## src/rtl/ntt_sequencer_pkg.sv

```systemverilog
// ntt_sequencer_pkg
//   Shared constants and types for the Kyber NTT sequencer slice:
//   ring/field constants, butterfly_core mode codes, the sequencer FSM
//   state encoding and the write delay-line stage record.
package ntt_sequencer_pkg;

    localparam int KYBER_N = 256;
    localparam int KYBER_Q = 3329;
    // Montgomery-domain 1/128 used by the INTT scaling pass
    localparam int F_SCALE = 1441;

    // butterfly_core mode codes
    localparam logic [1:0] BU_NTT    = 2'd0;
    localparam logic [1:0] BU_INVNTT = 2'd1;
    localparam logic [1:0] BU_MULT   = 2'd2;
    localparam logic [1:0] BU_ADDSUB = 2'd3;

    typedef enum logic [2:0] {
        ST_IDLE,
        ST_RUN,
        ST_DRAIN,
        ST_SCALE,
        ST_SDRAIN,
        ST_DONE
    } state_t;

    // One slot of the read-to-write delay line
    typedef struct packed {
        logic       valid;
        logic [7:0] addr_a;
        logic [7:0] addr_b;
    } wr_stage_t;

endpackage

```

## src/rtl/ntt_sequencer_if.sv

```systemverilog
// ntt_sequencer_if
//   Bundles the sequencer's control (start/op/busy/done) and datapath
//   control (RAM read/write strobes and addresses, zeta index, coef select,
//   butterfly mode) signals.
//   master: the sequencer side (drives everything except start/op)
//   slave : the environment side (drives start/op, observes the rest)
interface ntt_sequencer_if;
    logic       start;
    logic       op;
    logic       busy;
    logic       done;
    logic       rd_en;
    logic [7:0] rd_addr_a;
    logic [7:0] rd_addr_b;
    logic [6:0] zeta_idx;
    logic       coef_sel;
    logic [1:0] bu_mode;
    logic       wr_en;
    logic [7:0] wr_addr_a;
    logic [7:0] wr_addr_b;

    modport master (
        input  start, op,
        output busy, done, rd_en, rd_addr_a, rd_addr_b, zeta_idx, coef_sel,
               bu_mode, wr_en, wr_addr_a, wr_addr_b
    );

    modport slave (
        output start, op,
        input  busy, done, rd_en, rd_addr_a, rd_addr_b, zeta_idx, coef_sel,
               bu_mode, wr_en, wr_addr_a, wr_addr_b
    );
endinterface

```

## src/rtl/ntt_sequencer_addr_gen.sv

```systemverilog
// ntt_sequencer_addr_gen
//   Combinational butterfly address / zeta-index generator.
//   Ports:
//     op       in  0: forward NTT, 1: inverse NTT
//     layer    in  layer number 0..6
//     bfly     in  butterfly number within the layer 0..127
//     scale    in  1 during the INTT scaling pass (pairs 2b, 2b+1)
//     addr_a   out first coefficient address
//     addr_b   out second coefficient address (addr_a + len)
//     zeta_idx out zeta ROM index (0 during scaling)
module ntt_sequencer_addr_gen (
    input  logic       op,
    input  logic [2:0] layer,
    input  logic [6:0] bfly,
    input  logic       scale,
    output logic [7:0] addr_a,
    output logic [7:0] addr_b,
    output logic [6:0] zeta_idx
);
    logic [7:0] len;
    logic [7:0] grp;
    logic [7:0] base;
    logic [7:0] offs;

    // len is always a power of two, so "b mod len" is a mask and
    // grp*2*len never exceeds 254: 8-bit arithmetic is exact.
    always_comb begin
        if (op) begin
            len = 8'd2 << layer;
            grp = {1'b0, bfly} >> (layer + 3'd1);
        end else begin
            len = 8'd128 >> layer;
            grp = {1'b0, bfly} >> (3'd7 - layer);
        end
        offs = {1'b0, bfly} & (len - 8'd1);
        base = (grp * len) << 1;

        if (scale) begin
            addr_a   = {bfly, 1'b0};
            addr_b   = {bfly, 1'b1};
            zeta_idx = '0;
        end else begin
            addr_a   = base + offs;
            addr_b   = base + offs + len;
            // INTT walks the zeta table backwards: (128>>l)-1 == 7'h7F>>l
            zeta_idx = op ? ((7'h7F >> layer) - grp[6:0])
                          : ((7'd1 << layer) + grp[6:0]);
        end
    end
endmodule

```

## src/rtl/ntt_sequencer.sv

```systemverilog
// ntt_sequencer
//   Drives one butterfly_core plus a dual-port 256x12 coefficient RAM and
//   zeta ROM through a full Kyber NTT (op=0) or INTT with the final
//   scaling pass (op=1). One butterfly is issued per cycle; the pipeline
//   is drained at every layer boundary so the next layer never reads a
//   coefficient before its write has landed.
//   Ports:
//     clk  in  clock, rising edge
//     rst  in  asynchronous reset, active low
//     bus  ntt_sequencer_if.master: start/op in; busy/done, RAM read and
//          write strobes/addresses, zeta_idx, coef_sel, bu_mode out
module ntt_sequencer
    import ntt_sequencer_pkg::*;
#(
    parameter int BU_LAT  = 3,
    parameter int RAM_LAT = 1
) (
    input  logic                   clk,
    input  logic                   rst,
    ntt_sequencer_if.master        bus
);
    localparam int PIPE    = RAM_LAT + BU_LAT;
    localparam int DRAIN_W = $clog2(PIPE + 1);

    state_t               state_reg, state_next;
    logic                 op_reg, op_next;
    logic [2:0]           layer_reg, layer_next;
    logic [6:0]           bfly_reg, bfly_next;
    logic [DRAIN_W-1:0]   drain_reg, drain_next;

    logic                 in_scale;
    logic                 rd_en;
    logic [7:0]           gen_a, gen_b;
    logic [6:0]           gen_z;
    logic [1:0]           issue_mode;
    wr_stage_t            issue_stage;

    wr_stage_t            wr_dl_reg   [PIPE];
    logic [1:0]           mode_dl_reg [RAM_LAT];

    ntt_sequencer_addr_gen u_addr_gen (
        .op       (op_reg),
        .layer    (layer_reg),
        .bfly     (bfly_reg),
        .scale    (in_scale),
        .addr_a   (gen_a),
        .addr_b   (gen_b),
        .zeta_idx (gen_z)
    );

    always_ff @(posedge clk or negedge rst) begin
        if (!rst) begin
            state_reg <= ST_IDLE;
            op_reg    <= 1'b0;
            layer_reg <= '0;
            bfly_reg  <= '0;
            drain_reg <= '0;
        end else begin
            state_reg <= state_next;
            op_reg    <= op_next;
            layer_reg <= layer_next;
            bfly_reg  <= bfly_next;
            drain_reg <= drain_next;
        end
    end

    // bfly wraps 127 -> 0 on its own, so every RUN/SCALE pass starts at 0
    always_comb begin
        state_next = state_reg;
        op_next    = op_reg;
        layer_next = layer_reg;
        bfly_next  = bfly_reg;
        drain_next = drain_reg;
        case (state_reg)
            ST_IDLE: begin
                if (bus.start) begin
                    state_next = ST_RUN;
                    op_next    = bus.op;
                    layer_next = '0;
                    bfly_next  = '0;
                end
            end
            ST_RUN, ST_SCALE: begin
                bfly_next = bfly_reg + 7'd1;
                if (bfly_reg == 7'd127) begin
                    state_next = (state_reg == ST_RUN) ? ST_DRAIN : ST_SDRAIN;
                    drain_next = '0;
                end
            end
            ST_DRAIN: begin
                drain_next = drain_reg + 1'b1;
                if (drain_reg == DRAIN_W'(PIPE - 1)) begin
                    if (layer_reg == 3'd6) begin
                        state_next = op_reg ? ST_SCALE : ST_DONE;
                    end else begin
                        state_next = ST_RUN;
                        layer_next = layer_reg + 3'd1;
                    end
                end
            end
            ST_SDRAIN: begin
                drain_next = drain_reg + 1'b1;
                if (drain_reg == DRAIN_W'(PIPE - 1)) begin
                    state_next = ST_DONE;
                end
            end
            ST_DONE: state_next = ST_IDLE;
            default: state_next = ST_IDLE;
        endcase
    end

    assign in_scale   = (state_reg == ST_SCALE);
    assign rd_en      = (state_reg == ST_RUN) || in_scale;
    assign issue_mode = !rd_en   ? BU_NTT :
                        in_scale ? BU_MULT :
                        op_reg   ? BU_INVNTT : BU_NTT;
    // Addresses are zeroed when idle so inactive slots carry no stale data
    assign issue_stage = '{valid: rd_en,
                           addr_a: rd_en ? gen_a : 8'd0,
                           addr_b: rd_en ? gen_b : 8'd0};

    // Read-to-write delay line: stage PIPE-1 drives the RAM write port
    for (genvar gi = 0; gi < PIPE; gi++) begin : g_wr_dl
        always_ff @(posedge clk or negedge rst) begin
            if (!rst) begin
                wr_dl_reg[gi] <= '0;
            end else if (gi == 0) begin
                wr_dl_reg[gi] <= issue_stage;
            end else begin
                wr_dl_reg[gi] <= wr_dl_reg[(gi == 0) ? 0 : gi - 1];
            end
        end
    end

    // Mode follows the read data out of the RAM into the butterfly input
    for (genvar gi = 0; gi < RAM_LAT; gi++) begin : g_mode_dl
        always_ff @(posedge clk or negedge rst) begin
            if (!rst) begin
                mode_dl_reg[gi] <= BU_NTT;
            end else if (gi == 0) begin
                mode_dl_reg[gi] <= issue_mode;
            end else begin
                mode_dl_reg[gi] <= mode_dl_reg[(gi == 0) ? 0 : gi - 1];
            end
        end
    end

    assign bus.busy      = (state_reg == ST_RUN)   || (state_reg == ST_DRAIN) ||
                           (state_reg == ST_SCALE) || (state_reg == ST_SDRAIN);
    assign bus.done      = (state_reg == ST_DONE);
    assign bus.rd_en     = rd_en;
    assign bus.rd_addr_a = issue_stage.addr_a;
    assign bus.rd_addr_b = issue_stage.addr_b;
    assign bus.zeta_idx  = (state_reg == ST_RUN) ? gen_z : 7'd0;
    assign bus.coef_sel  = in_scale;
    assign bus.bu_mode   = mode_dl_reg[RAM_LAT-1];
    assign bus.wr_en     = wr_dl_reg[PIPE-1].valid;
    assign bus.wr_addr_a = wr_dl_reg[PIPE-1].addr_a;
    assign bus.wr_addr_b = wr_dl_reg[PIPE-1].addr_b;

endmodule

```

## src/flat_wrapper.sv

```systemverilog
// flat-port wrapper written by rule: the top's interface ports become plain ports
module ntt_sequencer_flat import ntt_sequencer_pkg::*;
#(
    parameter int BU_LAT  = 3,
    parameter int RAM_LAT = 1
)
  (clk, rst, bus_start, bus_op, bus_busy, bus_done, bus_rd_en, bus_rd_addr_a, bus_rd_addr_b, bus_zeta_idx, bus_coef_sel, bus_bu_mode, bus_wr_en, bus_wr_addr_a, bus_wr_addr_b);
  ntt_sequencer_if bus_i ();
  input  logic clk;
  input  logic rst;
  input wire logic [$bits(bus_i.start)-1:0] bus_start;
  input wire logic [$bits(bus_i.op)-1:0] bus_op;
  output wire logic [$bits(bus_i.busy)-1:0] bus_busy;
  output wire logic [$bits(bus_i.done)-1:0] bus_done;
  output wire logic [$bits(bus_i.rd_en)-1:0] bus_rd_en;
  output wire logic [$bits(bus_i.rd_addr_a)-1:0] bus_rd_addr_a;
  output wire logic [$bits(bus_i.rd_addr_b)-1:0] bus_rd_addr_b;
  output wire logic [$bits(bus_i.zeta_idx)-1:0] bus_zeta_idx;
  output wire logic [$bits(bus_i.coef_sel)-1:0] bus_coef_sel;
  output wire logic [$bits(bus_i.bu_mode)-1:0] bus_bu_mode;
  output wire logic [$bits(bus_i.wr_en)-1:0] bus_wr_en;
  output wire logic [$bits(bus_i.wr_addr_a)-1:0] bus_wr_addr_a;
  output wire logic [$bits(bus_i.wr_addr_b)-1:0] bus_wr_addr_b;
  assign bus_i.start = bus_start;
  assign bus_i.op = bus_op;
  assign bus_busy = bus_i.busy;
  assign bus_done = bus_i.done;
  assign bus_rd_en = bus_i.rd_en;
  assign bus_rd_addr_a = bus_i.rd_addr_a;
  assign bus_rd_addr_b = bus_i.rd_addr_b;
  assign bus_zeta_idx = bus_i.zeta_idx;
  assign bus_coef_sel = bus_i.coef_sel;
  assign bus_bu_mode = bus_i.bu_mode;
  assign bus_wr_en = bus_i.wr_en;
  assign bus_wr_addr_a = bus_i.wr_addr_a;
  assign bus_wr_addr_b = bus_i.wr_addr_b;
  ntt_sequencer #(.BU_LAT(BU_LAT), .RAM_LAT(RAM_LAT)) u_core (.clk(clk), .rst(rst), .bus(bus_i));
endmodule
```

## config.mk

```make
export PLATFORM = sky130hd
export DESIGN_NAME = ntt_sequencer_flat
export DESIGN_NICKNAME = d
export VERILOG_FILES = /design/src/rtl/ntt_sequencer_pkg.sv /design/src/rtl/ntt_sequencer_if.sv /design/src/rtl/ntt_sequencer_addr_gen.sv /design/src/rtl/ntt_sequencer.sv /design/src/flat_wrapper.sv
export SDC_FILE = /design/constraint.sdc
export NUM_CORES = 1
export LEC_CHECK = 0
export BUFFER_PORTS_ARGS = -buffer_cell sky130_fd_sc_hd__buf_2
export CAP_MARGIN = 0
export CORE_ASPECT_RATIO = 0.6
export CORE_UTILIZATION = 45
export CTS_CLUSTER_SIZE = 28
export DETAILED_ROUTE_END_ITERATION = 10
export GPL_TIMING_DRIVEN = 0
export PLACE_DENSITY = 0.69
export SLEW_MARGIN = 20
export SYNTH_ARGS = -nofsm -noshare
export SYNTH_HDL_FRONTEND = slang
export SYNTH_SLANG_ARGS = --single-unit
```

## constraint.sdc

```tcl
create_clock -name clk -period 7.6 [get_ports clk]
set_input_delay 1.9 -clock clk [delete_from_list [all_inputs] [get_ports clk]]
set_output_delay 1.9 -clock clk [all_outputs]
set_load 0.02 [all_outputs]
```

Word-level counts from Yosys, hierarchy flattened --
Cells that the tools add are included.
Operators by class: $mul 1, muxes and demuxes 28, shifts and indexed selects 6, bitwise operators 1, eq/ne operators 13, reductions and logical operators 15, add/subtract/negate cells 9
Operator list (count):
- $mux 8 | 6
- $mux 3 | 11
- $mux 7 | 4
- $add 8x8->8 | 2
- $shr 7x3->8 | 2
- $pmux 7 s2 | 1
- $pmux 3 s2 | 2
- $pmux 3 s4 | 1
- $eq 3x2->1 const B | 3
- $eq 3x3->1 const B | 3
- $and 7x8->8 | 1
- $mul 8x8->7 | 1
- $reduce_and 4->1 | 2
- $shl 2x3->8 const A | 1
- $shr 8x3->8 const A | 1
- $sub 8x1->8 const B | 1
- $add 7x1->7 const B | 1
- $add 7x7->7 | 1
- $eq 7x7->1 const B | 1
- $shl 1x3->7 const A | 1
- $shr 7x3->7 const A | 1
- $sub 7x7->7 | 1
- $add 3x1->3 const B | 2
- $ne 2x1->1 const B | 3
- 10 further kinds | 20
Storage, ports and cells: register bits 87, word-level logic and storage cells 91, input bits 4, output and inout bits 46

Depth between registers and ports, before layout --
depth after elaboration 8, depth in mapped cells 26, mapped depth without buffers 26

Hierarchy --
From an unflattened synthesis, not the netlist that was laid out.
Second synthesis, totals: cells, all modules 547, area total of the unflattened synthesis 5486.5 um^2
Modules (own cells, without submodules):
- ntt_sequencer | instances 1, area each 3014.1 um^2, cells each 220
- ntt_sequencer_addr_gen | instances 1, area each 2472.4 um^2, cells each 327

Worst setup path before layout --
No wires, ideal clock.
path kind reg-to-output, start point reg u_core.layer_reg[0], end point out bus_rd_addr_b[7], buffers on the path 1, data required time 5700 ps, slack -400 ps, cell stages (with the launch flop) 27, arrival 6100 ps, cells stage by stage dfrtp_1 -> buf_6 -> inv_1 -> ha_1 -> and2_2 -> or3_4 -> a21o_1 -> inv_1 -> nand2_1 -> fa_1 -> inv_1 -> ha_1 -> inv_1 -> fa_1 -> fa_1 -> inv_1 -> ha_1 -> xnor2_1 -> ha_1 -> xnor2_1 -> ha_1 -> nand2_1 -> o21ai_0 -> xor2_1 -> and4bb_2 -> a21oi_1 -> nand4_1
Between the ends: word-level cells in the longest chain between the ends 8, elaborated cells between the ends (all ways) 15, classes of those cells 5 x add/sub; 1 x mul; 4 x shift; 4 x mux; 1 x bitwise
RTL lines:
- start, declared | RTL line ntt_sequencer.sv:27 | logic [2:0] layer_reg, layer_next;
- start signal, assigned | RTL line ntt_sequencer.sv:61 | layer_reg <= layer_next;
- $sub 3x3->3, or another cell as far along | RTL line ntt_sequencer_addr_gen.sv:33 | grp = {1'b0, bfly} >> (3'd7 - layer);
- $shr 7x3->8, or another cell as far along | RTL line ntt_sequencer_addr_gen.sv:33
- $mux 8 or $sub 8x1->8 (tied branches) | RTL line ntt_sequencer_addr_gen.sv:28, ntt_sequencer_addr_gen.sv:35
- $mul 8x8->7 or $and 7x8->8 (tied branches) | RTL line ntt_sequencer_addr_gen.sv:36, ntt_sequencer_addr_gen.sv:35
- $add 8x8->8 | RTL line ntt_sequencer_addr_gen.sv:44 | addr_b = base + offs + len;
- $add 8x8->8 (*) | RTL line ntt_sequencer_addr_gen.sv:44
- $mux 8 (*) | RTL line ntt_sequencer_addr_gen.sv:38 | if (scale) begin
- $mux 8 (*) | RTL line ntt_sequencer.sv:120 | addr_b: rd_en ? gen_b : 8'd0};
- end, declared | RTL line flat_wrapper.sv:17 | output wire logic [$bits(bus_i.rd_addr_b)-1:0] bus_rd_addr_b;
Every way passes the cells marked *; elsewhere a longest branch is shown, timed or not.

Worst setup path in the final report --
Ends and elaborated chain as after synthesis.

==> flow_summary.ini <==
[die]
coreArea_um2 = 11490
rows = 30
fp.dieW_um = 143.3
die-area_um2 = 12430
io_pins = 50
die_height_um = 86.76
start_util_pct = 46.91

[grt]
grt_pass1_vias = 4274
grt_pass1_wl_um = 21970
grt_max_degree = 61
grt-ovfl-total = 0
grtUsageTotal_pct = 23.31
grt_antenna_before_repair = 0

[cells_and_area]
area_growth_pct = 35.11
drive_gt1_share_pct = 37.33
stdcell_count = 835
fin_nets = 733
register_area_um2 = 2181
fillerInstances = 898
insertedDiodeCount = 0
final_core_util_pct = 63.38
multi_input_area_um2 = 3331
design_area_um2 = 7279
largest_reg_flops = 51

[pwr]
combPwrFrac_pct = 60.2
finalPower_mw = 3.004
power_frac_seq_pct = 23.4
powerDensity_nw_per_um2 = 412.6
clkPwrFrac_pct = 16.4
internal_power_mw = 1.703
swShare_pct = 43.30
cellLeakagePower_nw = 3.608
vdd_drop_max_uv = 183.3
switching_power_mw = 1.301

[sta]
period_needed_ns = 8.238
hold_viol_final = 0
slew_violations = 0
setup_tns_ns = -1.134
fin_hold_ws_ns = 0.3471
fin_crit_sh_pct = 108.4
rsz0062_at_grt = true
fin_ws_ns = -0.6384
fin_skew_ns = 0.01101
finalSetupViolCount = 4
max_slew.worst_pin.slew_ns = 0.8127
clock.fmax_mhz = 121.4
max_slew_margin_pct = 45.68

[worst_setup_path]
worst_setup_path_start_kind = flop
worstPathRequired_ns = 5.70
path_class = flop to primary output
end_kind = primary output
worst_ep_arrival_time_ns = 6.34
cp_max_fo = 5

[flow_run]
cap_viol_max_count = 0

[yosys]
synth_xor_area_share_pct = 7.130
syn_nets = 611
synthSimpleGateAreaFrac_pct = 14.70
async_reset_ff_share_pct = 100.0
ys_seq_area_share_pct = 40.41
avgSynthCellArea_um2 = 9.832
synth_top_family_by_area = adder cells
netlist_area_um2 = 5388
netlist-cell-type-count = 66
synth_mux_area_share_pct = 3.089
synthAdderAreaFrac_pct = 15.28
synth_compound_area_share_pct = 11.89
synth-edff-count = 0
synth-seq-cells = 87
syn_inst = 548
yosys_warnings = 0
synth-main-ff-cell = dfrtp_1

[clock_network]
clock_sinks = 87
cts_root_buf = clkbuf_16
htree_levels = 3
path_clk_slew_ns = 0.07
cts_buffers = 9
postCtsHoldBufs = 0
insertion_delay_ns = 0.34
clock_path_buffers = 2
cts_tree = yes

[run_status]
status = finished, violations left
failed_checks = setup timing

[route]
ant_nets = 0
vias = 4409
dr.pass1.iters = 5
drt_wl_total_um = 14050
drt_iter0_drc = 283
post_drt_via_cell_ratio = 5.280
post-route-drc-count = 0
routedWlPerCell_um = 16.82

[placed_design]
pre_cts_ws_ns = -0.9639
gp_congestion = 0.9101
port_buffers = 49
dp_hpwl_um = 9333
placed_cells = 758
postPlaceCellArea_um2 = 5906

[min_path]
hold_class = flop to flop
[path summary, 6_finish.rpt]
| kind | cells past startpoint | slack, ns | from | to |
|---|---|---|---|---|
| min | 0 | 0.35 | u_core.wr_dl_reg[40] | u_core.wr_dl_reg[23] |
| min reg2reg | 0 | 0.35 | u_core.wr_dl_reg[40] | u_core.wr_dl_reg[23] |
| min in group asynchronous | 1 | 1.49 | rst | u_core.drain_reg[0] |
| max reg2reg | 38 | 0.27 | u_core.layer_reg[0] | u_core.wr_dl_reg[58] |
| max in group asynchronous | 2 | 5.50 | rst | u_core.wr_dl_reg[40] |
| max | 26 | -0.64 | u_core.layer_reg[0] | bus_rd_addr_b[7] |
[worst max-delay path, cell delays in order (launching register included)]
cell and delay [ns]:
dfrtp_2 0.46, ha_4 0.18, inv_2 0.06, ha_4 0.19
or2b_1 0.28, nand2_2 0.14, a32o_2 0.28, nand2_2 0.08
fa_1 0.58, inv_2 0.05, ha_4 0.25, inv_2 0.03
fa_1 0.48, fa_1 0.54, inv_2 0.05, ha_4 0.25
xnor2_4 0.16, ha_4 0.24, xnor2_4 0.14, ha_4 0.31
nand2_4 0.05, o21ai_4 0.17, xor2_2 0.22, and4bb_2 0.26
a21oi_2 0.13, nand4_1 0.16, buf_4 0.21
[power by group through the flow]
stage	clock, mW	combinational [mW]	sequential, mW
3_5_place_dp	0	1.36	0.713
2_1_floorplan	0	1.00	0.694
4_1_cts	0.502	1.68	0.702
6_report	0.491	1.81	0.704
3_3_place_gp	0	1.32	0.702
5_1_grt	0.518	1.96	0.717
[area by class of cell]
| class | instances | share of cell area [%] |
|---|---|---|
| multi-input combinational | 382 | 45.75 |
| sequential | 87 | 29.96 |
| timing repair buffer | 111 | 11.09 |
| buffer | 33 | 3.231 |
| clock buffer | 9 | 3.094 |
| tap | 160 | 2.750 |
| inverter | 46 | 2.544 |
| clock inverter | 7 | 1.581 |
[repair_timing]
action,CTS,global route
buffers inserted,52,16
gates resized for setup,76,47
hold endpoints to repair,0,0
pin swaps,32,48
setup endpoints to repair,7,6
[Yosys cell counts (4+ instances only)]
| master | number | area share, % |
|---|---|---|
| a21boi_0 | 4 | 0.56 |
| a21o_1 | 15 | 2.1 |
| a21oi_1 | 31 | 2.9 |
| and2_1 | 5 | 0.58 |
| and2_2 | 4 | 0.56 |
| and3_1 | 4 | 0.46 |
| buf_4 | 18 | 2.5 |
| clkbuf_1 | 7 | 0.49 |
| dfrtp_1 | 87 | 40 |
| fa_1 | 10 | 3.7 |
| ha_1 | 49 | 11 |
| inv_1 | 44 | 3.1 |
| mux2i_1 | 14 | 2.6 |
| nand2_1 | 53 | 3.7 |
| nand3_1 | 11 | 1.0 |
| nand4_1 | 5 | 0.58 |
| nor2_1 | 44 | 3.1 |
| nor2b_1 | 4 | 0.46 |
| nor3_1 | 6 | 0.56 |
| o21ai_0 | 35 | 3.3 |
| xnor2_1 | 24 | 3.9 |
| xor2_1 | 12 | 2.0 |
[cells by family after synthesis]
logic type	Yosys count
AO/OA/AOI/OAI	104
adder cells (fa/ha/maj)	60
flip-flops	87
multiplexers	16
other	1
XOR/XNOR	39
buffers and inverters	79
AND/OR/NAND/NOR	162
[metal layers]
metal / up-vias / part of all wire, % / track usage (%)
li1: 2071 / - / -
met1: 2159 / 46 / 33.42
met2: 160 / 46 / 36.05
met3: 19 / 6.5 / 4.807
met4: 0 / 1.2 / 5.803
met5: - / 0 / 0
[placed cells by master, fill, tap and decap left out, types with 4 or more instances in the layout]
| cell | n |
|---|---|
| a21o_1 | 14 |
| nand2_2 | 8 |
| xor2_1 | 11 |
| nand3_1 | 10 |
| fa_1 | 9 |
| buf_6 | 19 |
| nand2_1 | 46 |
| inv_1 | 31 |
| xnor2_2 | 4 |
| buf_4 | 66 |
| ha_4 | 15 |
| xnor2_1 | 17 |
| dfrtp_1 | 84 |
| and2_1 | 5 |
| ha_1 | 34 |
| buf_2 | 45 |
| a21oi_1 | 21 |
| o21ai_4 | 4 |
| nor3_1 | 5 |
| nor2_1 | 39 |
| inv_2 | 10 |
| inv_4 | 5 |
| clkbuf_1 | 7 |
| mux2i_1 | 13 |
| nand4_1 | 5 |
| o21ai_2 | 4 |
| a21oi_2 | 7 |
| and3_1 | 4 |
| o21ai_0 | 27 |
| clkbuf_16 | 9 |
No activity file was read; power rests on OpenSTA's default activity.
